==> config.mk <==
export PLATFORM = sky130hd
export DESIGN_NAME = fifo_reader_flat
export DESIGN_NICKNAME = d
export VERILOG_FILES = /design/src/rtl/fifo_reader_if.sv /design/src/rtl/fifo_reader.sv /design/src/flat_wrapper.sv
export SDC_FILE = /design/constraint.sdc
export NUM_CORES = 1
export LEC_CHECK = 0
export ABC_AREA = 1
export CORE_ASPECT_RATIO = 2
export CORE_MARGIN = 2
export CORE_UTILIZATION = 51
export DETAILED_ROUTE_END_ITERATION = 10
export PLACE_DENSITY = 0.8
export SLEW_MARGIN = 20
export SYNTH_ARGS = -nofsm -noshare
export SYNTH_HDL_FRONTEND = slang
export SYNTH_SLANG_ARGS = --single-unit
==> constraint.sdc <==
create_clock -name clk -period 2.9 [get_ports clk]
set_clock_uncertainty 0.2 [all_clocks]
set_input_delay 0.29 -clock clk [delete_from_list [all_inputs] [get_ports clk]]
set_output_delay 0.29 -clock clk [all_outputs]
set_load 0.05 [all_outputs]
==> src/rtl/fifo_reader_if.sv <==
// Handshake bundle between the FIFO read port, the fifo_reader skid buffer
// and the downstream consumer. The master side is the reader itself.
interface fifo_reader_if #(
   parameter int kWidth = 32
);
   logic              flush;
   logic              fifo_is_empty;
   logic              fifo_read_en;
   logic [kWidth-1:0] fifo_read_data;
   logic              out_valid;
   logic              out_ready;
   logic [kWidth-1:0] out_data;
   logic [1:0]        out_count;

   modport master (
      input  flush,
      input  fifo_is_empty,
      input  fifo_read_data,
      input  out_ready,
      output fifo_read_en,
      output out_valid,
      output out_data,
      output out_count
   );

   modport slave (
      output flush,
      output fifo_is_empty,
      output fifo_read_data,
      output out_ready,
      input  fifo_read_en,
      input  out_valid,
      input  out_data,
      input  out_count
   );
endinterface

==> src/rtl/fifo_reader.sv <==
// Read-side adapter for the general-purpose FIFO. Pops entries into a
// 2-entry skid buffer and presents the oldest one on a registered
// valid/ready port. The read strobe depends only on registered occupancy,
// flush and the FIFO empty flag, so out_ready never reaches fifo_read_en
// combinationally. A flush empties the buffer and blocks reads that cycle.
module fifo_reader #(
   parameter int kWidth = 32
) (
   input  logic           clk,
   input  logic           rst,
   fifo_reader_if.master  bus
);

   logic [1:0]        count;
   logic [kWidth-1:0] entry0;
   logic [kWidth-1:0] entry1;
   logic              read;
   logic              pop;
   logic              has_entry;

   // Read/pop decisions and the visible outputs, all derived from registered state.
   always_comb begin
      has_entry = (count != 2'd0);
      read      = !rst && !bus.flush && !bus.fifo_is_empty && (count != 2'd2);
      pop       = has_entry && !bus.flush && bus.out_ready;
   end

   assign bus.fifo_read_en = read;
   assign bus.out_valid    = has_entry && !bus.flush;
   assign bus.out_data     = has_entry ? entry0 : '0;
   assign bus.out_count    = count;

   // Buffer update: entry0 is always the head, entry1 only fills when the head is held.
   always_ff @(posedge clk or posedge rst) begin
      if (rst) begin
         count  <= 2'd0;
         entry0 <= '0;
         entry1 <= '0;
      end else if (bus.flush) begin
         count <= 2'd0;
      end else begin
         case (count)
            2'd0: begin
               if (read) begin
                  entry0 <= bus.fifo_read_data;
                  count  <= 2'd1;
               end
            end
            2'd1: begin
               if (read && !pop) begin
                  entry1 <= bus.fifo_read_data;
                  count  <= 2'd2;
               end else if (read && pop) begin
                  entry0 <= bus.fifo_read_data;
               end else if (pop) begin
                  count <= 2'd0;
               end
            end
            2'd2: begin
               if (pop) begin
                  entry0 <= entry1;
                  count  <= 2'd1;
               end
            end
            default: begin
               count <= 2'd0;
            end
         endcase
      end
   end

endmodule

==> src/flat_wrapper.sv <==
// flat-port wrapper written by rule: the top's interface ports become plain ports
module fifo_reader_flat 
#(
   parameter int kWidth = 32
)
  (clk, rst, bus_flush, bus_fifo_is_empty, bus_fifo_read_data, bus_out_ready, bus_fifo_read_en, bus_out_valid, bus_out_data, bus_out_count);
  fifo_reader_if #(.kWidth(kWidth)) bus_i ();
  input  logic clk;
  input  logic rst;
  input wire logic [$bits(bus_i.flush)-1:0] bus_flush;
  input wire logic [$bits(bus_i.fifo_is_empty)-1:0] bus_fifo_is_empty;
  input wire logic [$bits(bus_i.fifo_read_data)-1:0] bus_fifo_read_data;
  input wire logic [$bits(bus_i.out_ready)-1:0] bus_out_ready;
  output wire logic [$bits(bus_i.fifo_read_en)-1:0] bus_fifo_read_en;
  output wire logic [$bits(bus_i.out_valid)-1:0] bus_out_valid;
  output wire logic [$bits(bus_i.out_data)-1:0] bus_out_data;
  output wire logic [$bits(bus_i.out_count)-1:0] bus_out_count;
  assign bus_i.flush = bus_flush;
  assign bus_i.fifo_is_empty = bus_fifo_is_empty;
  assign bus_i.fifo_read_data = bus_fifo_read_data;
  assign bus_i.out_ready = bus_out_ready;
  assign bus_fifo_read_en = bus_i.fifo_read_en;
  assign bus_out_valid = bus_i.out_valid;
  assign bus_out_data = bus_i.out_data;
  assign bus_out_count = bus_i.out_count;
  fifo_reader #(.kWidth(kWidth)) u_core (.clk(clk), .rst(rst), .bus(bus_i));
endmodule
==> results.ini <==
[critical_path]
cp-startpoint=u_core.bus.out_count[0]
critPathTopFamily=buffers and inverters
crit_buf_inv=2
cpPeakStageDelay_ns=0.70
endpoint_kind=output port
path_cells=nor2_2 > buf_12 > nor2_1 > clkdlybuf4s50_1
critPathArrivalTime_ns=2.21
path_class=flip-flop to output port
r2r-start=u_core.bus.out_count[0]
r2r-end=u_core.entry0[15]
cp_max_fo=26
crit_cells=4
cp-start-kind=flip-flop
crit_required_ns=2.41
slowest_stage=clkdlybuf4s50_1
worstSetupEndpoint=bus_out_data[6]
r2r_cells=6
r2r_slack_ns=0.74

[power_and_ir_drop]
p_per_area_nw_per_um2=1039
irDropWorstVdd_v=0.0005723
leakage_nw=2.229
finalPower_mw=4.493

[logic_synthesis]
synth_seq_cells=66
ys_types=23
syn_nets=477
synth-warning-count=0
netlist_area_um2=3364
syn_avg_cell_area_um2=7.647
ys_seq_area_share_pct=49.09
syn_inst=440

[detailed_routing]
first_pass_iters=5
post_drt_wl_per_cell_um=12.64
wirelength_mm=7.484
num_vias=2911
antenna_left=0
drc_errors=0
drt_iter0_markers=152
routed_via_density=4.917

[clock_tree]
cts_resized=0
numCtsBuffers=9
clk_pin_slew_ns=0.05
cts-root-buf=clkbuf_16
cts_max_path_buffers=2
cts_tree=built
cts-htree-levels=3
cts.hold.buffers_added=0
cts_sinks=66
post_cts_buffers=0
clk_latency_ns=0.33

[sta]
layout_min_cycle_time_ns=2.703
fmax_ghz=0.3699
finalCritPeriodShare_pct=93.22
max_slew_margin_pct=51.32
hold_viol=0
setup_viol=0
rsz0062_at_grt=false
drv_slew=0
worstMarginPinSlew_ns=0.7291
finalSetupTns_ns=0
fin_ws_ns=0.1967

[placement]
place_congestion=0.8560
post-dp-hpwl_mm=5.214
portBuffers=72
dp_slack_ns=0.5050
placed_cells=580

[finish]
antenna_cells=0
syn_to_final_growth_pct=28.56
drive_gt1_share_pct=8.300
fin_cells=592
finish.net_count=542

[die]
pin_count=73
coreArea_um2=6361
rows=41
die_h_um=118.9
die_w_um=61.43
dieArea_um2=7302
start_util_pct=52.89

[global_route]
antenna_found_initial=0
grt_usage_pct=22.69
overflow=0
grt_pass1_wl_mm=12.57
first_global_vias=2853
grt_max_degree=48

[run]
maxCapViolations=0

[run_status]
status=complete, no violations

[hold_path]
hold_class=input pin to async pin

-- cell type report --
type	count	area (µm²)
clock buffers	11	242.7
clock inverters	1	5.005
fillers	582	2036
inverters	71	266.5
multi-input cells	277	1249
flip-flops and latches	66	1652
well taps	86	107.6
repair buffers	80	803.3
-- metrics by stage --
stage / instance area [µm²] / utilization, % / hold slack [ns]
2_1_floorplan: 3364 / - / 0.1861
3_3_place_gp: 4078 / 64.10 / 0.2546
3_5_place_dp: 4078 / 64.10 / 0.2602
4_1_cts: 4325 / 68.00 / 0.1559
5_1_grt: 4325 / 68.00 / 0.1886
6_report: 4325 / 68.00 / 0.1454
-- cells in the final DEF, fill, tap and decap left out, drive strengths merged, types with 9 or more instances in the layout --
cell             n
dfrtp           66
buf              9
nand2          112
inv             71
nor2            61
a21oi           23
clkdlybuf4s50   71
nand3           36
clkbuf          11
o21ai           41
-- worst min-delay path by stage --
stage,start,end,depth (start not counted)
6_report,rst,u_core.entry1[23],2
3_3_place_gp,u_core.entry0[1],u_core.entry0[1],2
4_1_cts,rst,u_core.entry1[23],2
3_5_place_dp,u_core.entry0[3],u_core.entry0[3],2
5_1_grt,rst,u_core.entry1[23],2
2_1_floorplan,bus_flush,u_core.bus.out_count[1],1
-- synth_stat cells (all sizes together) --
library cell / instances / area [µm²]
nand3b: 1 / 7.510
clkbuf: 6 / 22.52
o21ai: 41 / 205.2
buf: 20 / 177.7
a21oi: 23 / 152.6
inv: 71 / 266.5
nand2: 112 / 430.4
dfrtp: 66 / 1652
nand4: 1 / 6.260
nor2: 61 / 246.5
o31ai: 1 / 7.510
nor3: 1 / 5.000
nand3: 36 / 185.2
-- worst reg2reg max path, cell delays in order, from the launching register on --
cell	delay (ns)
dfrtp_1	0.54
nor2_2	0.13
buf_4	0.21
inv_2	0.55
o21ai_0	0.21
nand3_1	0.13
nand2_1	0.06
-- power breakdown --
part | switching, mW | internal, mW | leakage, nW
Sequential | 0.222 | 1.36 | 0.777
Combinational | 1.31 | 0.670 | 1.33
Clock | 0.352 | 0.579 | 0.123
-- cells by family (layout without fill, tap and decap cells) --
family,after synthesis,in the layout,share of synthesized area (%)
and+or+nand+nor,212,212,26.18
buffers and inverters,97,163,13.87
DFF,66,66,49.09
AOI/OAI and AO/OA,65,65,10.86
-- registers in the layout, indices dropped and copies added (netlist names) --
name	count
u_core.entry1	32
u_core.entry0	32
u_core.bus.out_count	2
-- routing by layer --
layer / up-vias / track usage, % / wire (µm)
met5: - / 0 / 0
met4: 0 / 7.713 / 62
met3: 5 / 5.103 / 271
met2: 63 / 38.50 / 4126
met1: 1373 / 27.32 / 3024
li1: 1470 / - / -
Note: power is estimated with default switching activity, not from simulation.
